### src/rtl/svc_uart_rx.sv
// ---------------------------------------------------------------------------
// svc_uart_rx
//
// 8N1 UART receiver. Deserializes an asynchronous serial line into bytes and
// hands them out through a single-entry valid/ready buffer. Stop-bit errors
// and dropped bytes are reported as one-cycle pulses.
//
// Parameters
//   CLOCK_FREQ     system clock frequency in Hz
//   BAUD_RATE      line rate in bit/s
//
// Ports
//   clk            system clock, rising edge
//   rst_n          asynchronous active-low reset
//   urx_in         serial line, asynchronous to clk, idles high
//   urx_valid      a received byte is waiting in the buffer
//   urx_data       the received byte, stable while urx_valid is high
//   urx_ready      consumer takes the byte when urx_valid && urx_ready
//   urx_frame_err  one-cycle pulse when a stop bit is sampled low
//   urx_overrun    one-cycle pulse when a completed byte had to be dropped
// ---------------------------------------------------------------------------
module svc_uart_rx #(
    parameter int CLOCK_FREQ = 25_000_000,
    parameter int BAUD_RATE  = 115_200
) (
    input  logic       clk,
    input  logic       rst_n,
    input  logic       urx_in,
    output logic       urx_valid,
    output logic [7:0] urx_data,
    input  logic       urx_ready,
    output logic       urx_frame_err,
    output logic       urx_overrun
);

    localparam int DIV   = CLOCK_FREQ / BAUD_RATE;
    localparam int HALF  = DIV / 2;
    localparam int CNT_W = $clog2(DIV);

    // The start state only runs to mid-bit so that every later sample falls
    // in the middle of its bit; the other timed states run a full bit.
    localparam logic [CNT_W-1:0] LIM_HALF = CNT_W'(HALF - 1);
    localparam logic [CNT_W-1:0] LIM_BIT  = CNT_W'(DIV - 1);

    // With fewer than four clocks per bit there is no meaningful mid-bit.
    if (DIV < 4) begin : g_bad_div
        $error("svc_uart_rx: CLOCK_FREQ / BAUD_RATE must be at least 4");
    end

    typedef enum logic [2:0] {
        ST_IDLE,
        ST_START,
        ST_DATA,
        ST_STOP,
        ST_WAIT_HIGH
    } state_t;

    state_t           state;
    state_t           state_next;
    logic             rx_meta;
    logic             rx_s;
    logic [CNT_W-1:0] cnt;
    logic [2:0]       bit_idx;
    logic [7:0]       shift;
    logic             tick;
    logic             sample_bit;
    logic             byte_done;
    logic             stop_bad;

    // Two-flop synchronizer. Both flops reset high so that reset looks like
    // an idle line and never fakes a start bit.
    always_ff @(posedge clk or negedge rst_n) begin
        if (!rst_n) begin
            rx_meta <= 1'b1;
            rx_s    <= 1'b1;
        end else begin
            rx_meta <= urx_in;
            rx_s    <= rx_meta;
        end
    end

    // State register.
    always_ff @(posedge clk or negedge rst_n) begin
        if (!rst_n) begin
            state <= ST_IDLE;
        end else begin
            state <= state_next;
        end
    end

    // Next-state logic. A tick marks the sampling cycle of the current state;
    // all line decisions are taken on the synchronized value only.
    always_comb begin
        state_next = state;
        tick       = 1'b0;
        sample_bit = 1'b0;
        byte_done  = 1'b0;
        stop_bad   = 1'b0;
        case (state)
            ST_IDLE: begin
                if (!rx_s) begin
                    state_next = ST_START;
                end
            end
            ST_START: begin
                tick = (cnt == LIM_HALF);
                if (tick) begin
                    // Line already high again at mid start bit: a glitch.
                    state_next = rx_s ? ST_IDLE : ST_DATA;
                end
            end
            ST_DATA: begin
                tick = (cnt == LIM_BIT);
                if (tick) begin
                    sample_bit = 1'b1;
                    if (bit_idx == 3'd7) begin
                        state_next = ST_STOP;
                    end
                end
            end
            ST_STOP: begin
                tick = (cnt == LIM_BIT);
                if (tick) begin
                    if (rx_s) begin
                        byte_done  = 1'b1;
                        state_next = ST_IDLE;
                    end else begin
                        stop_bad   = 1'b1;
                        state_next = ST_WAIT_HIGH;
                    end
                end
            end
            ST_WAIT_HIGH: begin
                // A held-low line (break) must not retrigger a new frame.
                if (rx_s) begin
                    state_next = ST_IDLE;
                end
            end
            default: begin
                state_next = ST_IDLE;
            end
        endcase
    end

    // Bit timer. Restarts from zero on every state change and on every tick,
    // so each timed state measures its own interval from entry.
    always_ff @(posedge clk or negedge rst_n) begin
        if (!rst_n) begin
            cnt <= '0;
        end else if ((state_next != state) || tick) begin
            cnt <= '0;
        end else begin
            cnt <= cnt + CNT_W'(1);
        end
    end

    // Data shifter. Bits arrive LSB first, so each new bit enters at the top
    // and the first bit ends up in bit 0 after eight shifts.
    always_ff @(posedge clk or negedge rst_n) begin
        if (!rst_n) begin
            bit_idx <= 3'd0;
            shift   <= 8'h00;
        end else begin
            if (state != ST_DATA) begin
                bit_idx <= 3'd0;
            end else if (sample_bit) begin
                bit_idx <= bit_idx + 3'd1;
            end
            if (sample_bit) begin
                shift <= {rx_s, shift[7:1]};
            end
        end
    end

    // Single-entry output buffer. A completed byte is taken if the buffer is
    // empty or is being emptied in the same cycle; otherwise the new byte is
    // the one dropped, so the consumer always sees the oldest data.
    always_ff @(posedge clk or negedge rst_n) begin
        if (!rst_n) begin
            urx_valid <= 1'b0;
            urx_data  <= 8'h00;
        end else if (byte_done && (!urx_valid || urx_ready)) begin
            urx_valid <= 1'b1;
            urx_data  <= shift;
        end else if (urx_valid && urx_ready) begin
            urx_valid <= 1'b0;
        end
    end

    // Registered status pulses, high for the one cycle after the stop sample.
    always_ff @(posedge clk or negedge rst_n) begin
        if (!rst_n) begin
            urx_frame_err <= 1'b0;
            urx_overrun   <= 1'b0;
        end else begin
            urx_frame_err <= stop_bad;
            urx_overrun   <= byte_done && urx_valid && !urx_ready;
        end
    end

endmodule
### config.mk
export PLATFORM = sky130hd
export DESIGN_NAME = svc_uart_rx
export DESIGN_NICKNAME = d
export VERILOG_FILES = /design/src/rtl/svc_uart_rx.sv
export SDC_FILE = /design/constraint.sdc
export NUM_CORES = 1
export LEC_CHECK = 0
export ABC_CLOCK_PERIOD_IN_PS = 2070
export BUFFER_PORTS_ARGS = -buffer_cell sky130_fd_sc_hd__clkbuf_2
export CORE_AREA = 5 5 67 69
export CTS_CLUSTER_DIAMETER = 100
export CTS_CLUSTER_SIZE = 12
export DETAILED_ROUTE_END_ITERATION = 6
export DIE_AREA = 0 0 72 74
export SYNTH_ARGS = -nofsm -noshare
export SYNTH_HDL_FRONTEND = slang
export SYNTH_SLANG_ARGS = --single-unit
### constraint.sdc
create_clock -name clk -period 2.07 [get_ports clk]
set_input_delay 0.3105 -clock clk [delete_from_list [all_inputs] [get_ports clk]]
set_output_delay 0.3105 -clock clk [all_outputs]
set_load 0.01 [all_outputs]
# Word-level counts from Yosys, hierarchy flattened
# Index checks and enable logic that the tools add are counted.
word_totals:
  reg_bits: 35
  out_inout_bits: 11
  inputBits: 4
  elab_cells: 56
classes:
  reduce_logical: 12
  n_eq_ne: 9
  n_addsub: 2
  mux: 23
op_table:
  columns: ["cell", "count"]
  rows:
  - ["2-to-1 mux 3 bit", 9]
  - ["one-hot mux 3 bit (5 select lines)", 1]
  - ["2-to-1 mux 1 bit", 10]
  - ["adder 8 x 1 -> 8 bit (second input constant)", 1]
  - ["== test 8 x 7 -> 1 bit (second input constant)", 1]
  - ["== test 8 bit (second input constant)", 1]
  - ["2-to-1 mux 8 bit", 1]
  - ["== test 3 x 2 -> 1 bit (second input constant)", 2]
  - ["== test 3 bit (second input constant)", 2]
  - ["logical AND 1 bit", 4]
  - ["nonzero test 2 bit", 2]
  - ["adder 3 x 1 -> 3 bit (second input constant)", 1]
  - ["== test 3 x 1 -> 1 bit (second input constant)", 1]
  - ["zero test 3 bit", 1]
  - ["!= test 3 x 2 -> 1 bit (second input constant)", 1]
  - ["!= test 3 bit", 1]
  - ["zero test 1 bit", 2]
  - ["logical OR 1 bit", 2]
  - ["2-to-1 mux 2 bit", 1]
  - ["one-hot mux 1 bit (2 select lines)", 1]
  - ["OR reduction 2 bit", 1]

# Depth between registers and ports, before layout
# Gate-level depths: netlist of the first run.
logic_depth:
  ltp_word: 7
  depth_mapped: 7
  ltp_nobuf: 6

# Worst setup path after synthesis of the first run
# Ideal clock, no wire load.
synth_timing:
  kind: "register to register"
  from: "reg cnt[0]"
  to: "reg urx_data[0]"
  arrival_ns: 1.518
  path_buffers: 1
  required_ns: 1.945
  path_slack_ns: 0.427
  synth_period_minus_slack_ns: 1.643
  stages_incl_launch_ff: 8
  setup_ns: 0.125
  cell_sequence: "dfrtp_1 -> inv_1 -> ha_1 -> and4b_4 -> nand3_4 -> nor2b_4 -> buf_8 -> mux2_4"
synth_via:
  elab_chain_len: 4
synth_rtl:
  columns: ["element", "line", "rtl"]
  rows:
  - ["start, declared", "62", "logic [CNT_W-1:0] cnt;"]
  - ["start signal, assigned", "153", "cnt <= cnt + CNT_W'(1);"]
  - ["== test 8 bit", "122", "tick = (cnt == LIM_BIT);"]
  - ["2-to-1 mux 1 bit", "123", "if (tick) begin"]
  - ["2-to-1 mux 1 bit", "99", "case (state)"]
  - ["logical AND 1 bit", "182", "end else if (byte_done && (!urx_valid || urx_ready)) begin"]
  - ["end signal, assigned", "184", "urx_data <= shift;"]
  - ["end, declared", "30", "output logic [7:0] urx_data,"]
# No other way between the ends.
# A chain may end at the register's enable or synchronous reset.

# Worst setup path after layout of the first run
layout_timing:
  from: "reg cnt[0]"
  to: "reg urx_data[2]"
# The elaborated chain is that of the path after synthesis.

==> results of run 1 <==
## worst reg2reg max path: stages, from the launching register on
cell	delay, ns
dfrtp_1	0.42
inv_1	0.07
ha_1	0.14
and4b_4	0.30
nand3_4	0.10
nor2b_4	0.31
mux2_4	0.33
## logic make-up (layout without fill, tap and decap cells)
| group | count (synthesis) | count (layout) | share of synthesized area, % |
|---|---|---|---|
| xor gates and xnor gates | 8 | 8 | 4.31 |
| adders and majority gates | 4 | 4 | 3.08 |
| buffers and inverters | 8 | 27 | 3.15 |
| and+or+nand+nor | 45 | 45 | 17.2 |
| DFF | 35 | 35 | 54.0 |
| muxes | 19 | 19 | 14.8 |
| AOI/OAI and AO/OA | 8 | 8 | 3.46 |
## worst max path at each step
stage,startpoint,endpoint,slack (ns),cells after the start
finish,cnt[0],urx_data[2],0.27,6
global route,cnt[0],urx_data[2],0.19,6
CTS,cnt[0],urx_data[2],0.26,6
detailed placement,cnt[0],urx_data[2],0.28,6
global placement,cnt[0],urx_data[6],0.30,6
floorplan,cnt[0],urx_data[0],0.43,7
## power by group through the flow
stage               logic, mW  clock network [mW]  registers [mW]
CTS                    0.0164               0.490           0.689
finish                 0.0151               0.477           0.689
detailed placement     0.0164                   0           0.702
floorplan            0.000324                   0           0.702
global route           0.0192               0.527           0.690
global placement       0.0159                   0           0.702
## flip-flops by register name, summed over array words and instances, names as in the netlist
signal	flops
urx_data	8
urx_overrun	1
urx_frame_err	1
shift	8
state	3
rx_s	1
rx_meta	1
urx_valid	1
cnt	8
bit_idx	3
## Yosys cell counts, drive strengths merged
cell type / n
dfrtp: 33
mux2: 17
nor2: 17
nand2: 7
nand3: 6
xnor2: 6
buf: 4
ha: 4
inv: 4
a21oi: 3
nand2b: 3
nor2b: 3
a211oi: 2
and4b: 2
dfstp: 2
mux2i: 2
nor3: 2
xor2: 2
a311oi: 1
and2: 1
and3: 1
and3b: 1
nand4: 1
nor3b: 1
o21a: 1
o21ai: 1
## layout make-up
class / count / area share, %
clock buffers: 5 / 3.79
inverters: 4 / 0.828
repair buffers: 15 / 4.28
clock inverters: 3 / 0.828
flip-flops and latches: 35 / 48.4
well taps: 50 / 3.45
multi-input cells: 84 / 38.4
## per-stage QoR
step           setup WS, ns  std cells  utilization, %  hold slack, ns  instance area (um^2)
2_1_floorplan         0.427        127               -          0.0149                  1630
5_1_grt               0.189        196            47.0          0.0943                  1810
4_1_cts               0.259        196            47.0          0.0917                  1810
3_3_place_gp          0.305        188            44.9           0.347                  1730
6_report              0.269        196            47.0           0.101                  1810
3_5_place_dp          0.276        188            44.9           0.348                  1730
## per-layer routing
layer / vias up / part of all wire (%) / global-route usage [%]
met2: 23 / 49 / 17.4
met5: - / 0 / 0
met3: 4 / 6.0 / 4.86
li1: 461 / - / -
met1: 467 / 44 / 12.9
met4: 0 / 1.4 / 5.01
==> results.md, run 1 <==
- Post-synthesis sequential area ratio: 54.0%
- Worst hold path depth: 1
- Flop and latch count out of synthesis: 35
- Reg2reg setup slack: around 0.27 ns
- GP Congestion: around 0.8
- Area of the die: 5330 um^2
- CP top delay family: simple AND/OR/NAND/NOR gates
- Post-Route WL: 2580 um
- NetSw: 0.262 mW
- # DRC: 0
- Core area: 3860 um^2
- Max Clk Rate: 555 MHz
- Synth top area share: 50.8%
- Port Buffers: 14
- Initial DRC count: 40
- Synth area leaders: dfrtp_1 51%, mux2_4 7.4%, mux2_2 4.2%
- Layout cells sized above 1: 32.2%
- Reg clk slew, reported paths: 0.07 ns
- Int Power: between 0.9 and 1 mW
- Crit-path max cell delay: approximately 0.42 ns
- Remaining global-route overflow: 0
- Drt pass-1 iters: 4
- Syn Nets: 135
- Total CTS buffers: 5
- Fin. max-slew vios: 0
- CTS Hold Bufs: 0
- Critical path capture point type: flop
- Max cap viols: 0
- Critical path data required time: ~2.2 ns
- Buffers & Inverters on Critical Path: 1
- Multi-input logic area: 697 um^2
- Tot GR Track Use: a little over a tenth
- Outcome: finished clean
- Fin. Hold Viols: 0
- Post-CTS sizing: 0
- Clk root buf: clkbuf_8
- HPWL after detailed placement: around 1900 um
- Routed wire per std cell: 13.2 um
- Synth Cell Area: between 1500 and 2000 um^2
- Mapped Cells: 127
- RR Endpoint: urx_data[2]
- Worst vdd ir: 0.297 mV
- First-pass GRT wire length: 4360 um
- Tcrit/Tclk final: 87.0%
- Diodes inserted: 0
- CTS tree: yes
- Most frequent cells in the layout: 33 x dfrtp_1, 16 x nor2_1, 14 x clkbuf_2
- Seq pwr share: 58.3%
- Fill cell count: 378
- Yosys cell types: 36
- R2R cell count: 6
- RSZ-0062 raised after global routing: false
- Area growth syn-to-layout: 11.5%
- Final nets: approximately 150
- CP max-delay cell: dfrtp_1
- Number of vias per cell: between 4 and 5
- PD cells: 651 nW/um^2
- Die height: 74 um
- Clock Latency Late Sink: 0.29 ns
- Sequential cell area: ~880 um^2
- Std-Cell Rows: 23
- Headroom to the max-slew limit: 43.1%
- Initial antenna violation count: 0
- HP Class: in -> reg
- Clock Sinks: 35
- CTS max path bufs: 2
- Setup-failing EPs final: 0
- Hold_sp: urx_in
- Area leader, netlist: dfrtp_1
- Syn avg cell area: 12.8 um^2
- Chip Width: 72 um
- Worst Hold Path EP: rx_meta
- Min Tclk post-route: 1.80 ns
- Commonest non-fill, non-tap cell in the layout: dfrtp_1
- Sum Neg Setup Slack: 0 ns
- Io pins: 15
- Skew final: 0.00577 ns
- Vias in the first global route: 919
- Largest net degree at the start of global routing: 36
- Gate power share: roughly 1.3%
- Critical path type: reg -> reg
- Net Sw Frac: 22.2%
- Initial core utilization: between 40% and 50%
- Yosys warnings: 0
- Crit-path cells: inv_1 > ha_1 > and4b_4 > nand3_4 > nor2b_4 > mux2_4
- Clock share of power: 40.4%
- Maximum level of the CTS H-tree: 2
- Final Power: 1.18 mW
- ANT nets after route: 0
- CP startpoint kind: flop
- Worst-Margin Slew: roughly 0.85 ns
- Worst r2r src: cnt[0]
- Leakage: 0.953 nW
- Post-CTS setup buffers: 0
- WP data arrival: just under 2 ns
- Vias post-DR: about 960
- Crit Path Max Fanout: 8
Note: power is estimated with default switching activity, not from simulation.
==> run 2, diff against run 1 <==
--- a/config.mk
+++ b/config.mk
@@ -12,6 +12,7 @@
 export CTS_CLUSTER_SIZE = 12
 export DETAILED_ROUTE_END_ITERATION = 6
 export DIE_AREA = 0 0 72 74
+export PLACE_DENSITY_LB_ADDON = 0.2
 export SYNTH_ARGS = -nofsm -noshare
 export SYNTH_HDL_FRONTEND = slang
 export SYNTH_SLANG_ARGS = --single-unit
==> results.md, run 2 (synthesis results as in run 1) <==
- Post-Route WL: 2530 um (-2.0%)
- First-pass GRT wire length: 4490 um (+3.0%)
- Tot GR Track Use: 11.1% (+0.17 points)
- Sum Neg Setup Slack: 0 ns (unchanged)
- Vias post-DR: 940 (-1.6%)
- Tcrit/Tclk final: 88.2% (+1.2 points)
- Drt pass-1 iters: 4 (unchanged)
- Commonest non-fill, non-tap cell in the layout: dfrtp_1
- Largest net degree at the start of global routing: 36 (unchanged)
- Diodes inserted: 0 (unchanged)
- Critical path data required time: 2.24 ns (about the same)
- CTS max path bufs: 2 (unchanged)
- RSZ-0062 raised after global routing: false
- Area growth syn-to-layout: 11.4%
- Crit Path Max Fanout: 8 (unchanged)
- Worst-Margin Slew: 0.850 ns (-0.00348 ns)
- GP Congestion: 0.740 (-7.1%)
- Worst vdd ir: 0.338 mV (+14%)
- Die height: 74 um (unchanged)
- Critical path capture point type: flop
- Outcome: finished clean
- Area of the die: 5330 um^2 (unchanged)
- Worst Hold Path EP: rx_meta
- Number of vias per cell: 4.82 (-1.1%)
- Headroom to the max-slew limit: 43.3% (+0.23 points)
- R2R cell count: 6 (unchanged)
- CTS Hold Bufs: 0 (unchanged)
- CP startpoint kind: flop
- CP max-delay cell: dfrtp_1
- Crit-path max cell delay: 0.42 ns (about the same)
- HPWL after detailed placement: 1870 um (-1.8%)
- Fin. Hold Viols: 0 (unchanged)
- HP Class: in -> reg
- Worst hold slack: 0.0988 ns (-0.00215 ns)
- PD cells: 654 nW/um^2 (+0.37%)
- CTS tree: yes
- Critical path type: reg -> reg
- Total CTS buffers: 5 (unchanged)
- Initial DRC count: 42 (+5.0%)
- # DRC: 0 (unchanged)
- Crit-path cells: inv_1 > ha_1 > and4b_4 > nand3_4 > nor2b_4 > mux2_4
- Setup-failing EPs final: 0 (unchanged)
- Hold_sp: urx_in
- Io pins: 15 (unchanged)
- Reg clk slew, reported paths: 0.07 ns (about the same)
- Worst hold path depth: 1 (unchanged)
- Reg2reg setup slack: 0.24 ns (-0.03 ns)
- RR Endpoint: urx_data[6]
- ANT nets after route: 0 (unchanged)
- Initial antenna violation count: 0 (unchanged)
- Clock Sinks: 35 (unchanged)
- Fin. max-slew vios: 0 (unchanged)
- Maximum level of the CTS H-tree: 2 (unchanged)
- Post-CTS sizing: 0 (unchanged)
- Initial core utilization: 42.2% (unchanged)
- Clk root buf: clkbuf_8
- Clock Latency Late Sink: 0.29 ns (about the same)
- Vias in the first global route: 985 (+7.2%)
- Min Tclk post-route: 1.83 ns (+0.0255 ns)
- Max Clk Rate: 548 MHz (-1.4%)
- Fill cell count: 360 (-4.8%)
- WP data arrival: 2.00 ns (+0.03 ns)
- Post-CTS setup buffers: 0 (unchanged)
- Final nets: 152 (-0.65%)
- Layout cells sized above 1: 31.7% (-0.47 points)
- Skew final: 0.00454 ns (-0.00122 ns)
- Max cap viols: 0 (unchanged)
- Port Buffers: 14 (unchanged)
- Remaining global-route overflow: 0 (unchanged)
- Leakage: 0.941 nW (-1.2%)
- Chip Width: 72 um (unchanged)
- Std-Cell Rows: 23 (unchanged)
- Worst r2r src: cnt[0]
- Biggest registers after layout: cnt x8, shift x8, urx_data x8
- Core area: 3860 um^2 (unchanged)
- Routed wire per std cell: 13.0 um (-1.5%)
- Most frequent cells in the layout: 33 x dfrtp_1, 16 x nor2_1, 14 x clkbuf_2
run 2: power breakdown:
group	switching, mW	internal [mW]	leakage, nW
Sequential	0.00221	0.687	0.467
Clock	0.246	0.234	0.0402
Combinational	0.0129	0.00224	0.434
Total	0.261	0.923	0.941
run 2: cell type report:
cell class              count  area (um^2)  area share (%)
inverters                   4         15.0           0.829
clock inverters             3         20.0            1.10
multi-input cells          84          697            38.5
well taps                  50         62.6            3.45
clock buffers               5         68.8            3.80
repair buffers             14         70.1            3.87
flip-flops and latches     35          878            48.5
run 2: worst max-delay path, delay by kind of cell (launching register included):
| family | cells | cell delay [ns] |
|---|---|---|
| flip-flops | 1 | 0.42 |
| multiplexers | 1 | 0.33 |
| adder cells (fa/ha/maj) | 1 | 0.16 |
| buffers and inverters | 1 | 0.08 |
| AND/OR/NAND/NOR | 3 | 0.73 |
run 2: per-layer routing:
| metal | vias to the layer above | share of wire (%) | global-route usage (%) |
|---|---|---|---|
| met5 | - | 0 | 0 |
| met4 | 0 | 1.8 | 5.01 |
| met3 | 6 | 5.8 | 5.00 |
| met2 | 18 | 45 | 17.3 |
| met1 | 453 | 47 | 13.4 |
| li1 | 463 | - | - |
run 2: worst max-delay path by stage:
| stage | start | endpoint | depth (start not counted) |
|---|---|---|---|
| after floorplan | cnt[0] | urx_data[0] | 7 |
| after global placement | cnt[0] | urx_data[7] | 6 |
| after detailed placement | cnt[0] | urx_data[4] | 6 |
| after CTS | cnt[0] | urx_data[4] | 6 |
| after global routing | cnt[0] | urx_data[1] | 6 |
| final | cnt[0] | urx_data[6] | 6 |
run 2: per-stage QoR:
stage	utilization [%]	instances	cell area, um^2	setup slack [ns]	total power [mW]
global placement	44.7	187	1720	0.307	0.719
global route	47.0	195	1810	0.137	1.24
finish	47.0	195	1810	0.244	1.18
floorplan	-	127	1630	0.427	0.702
CTS	47.0	195	1810	0.218	1.21
detailed placement	44.7	187	1720	0.222	0.719
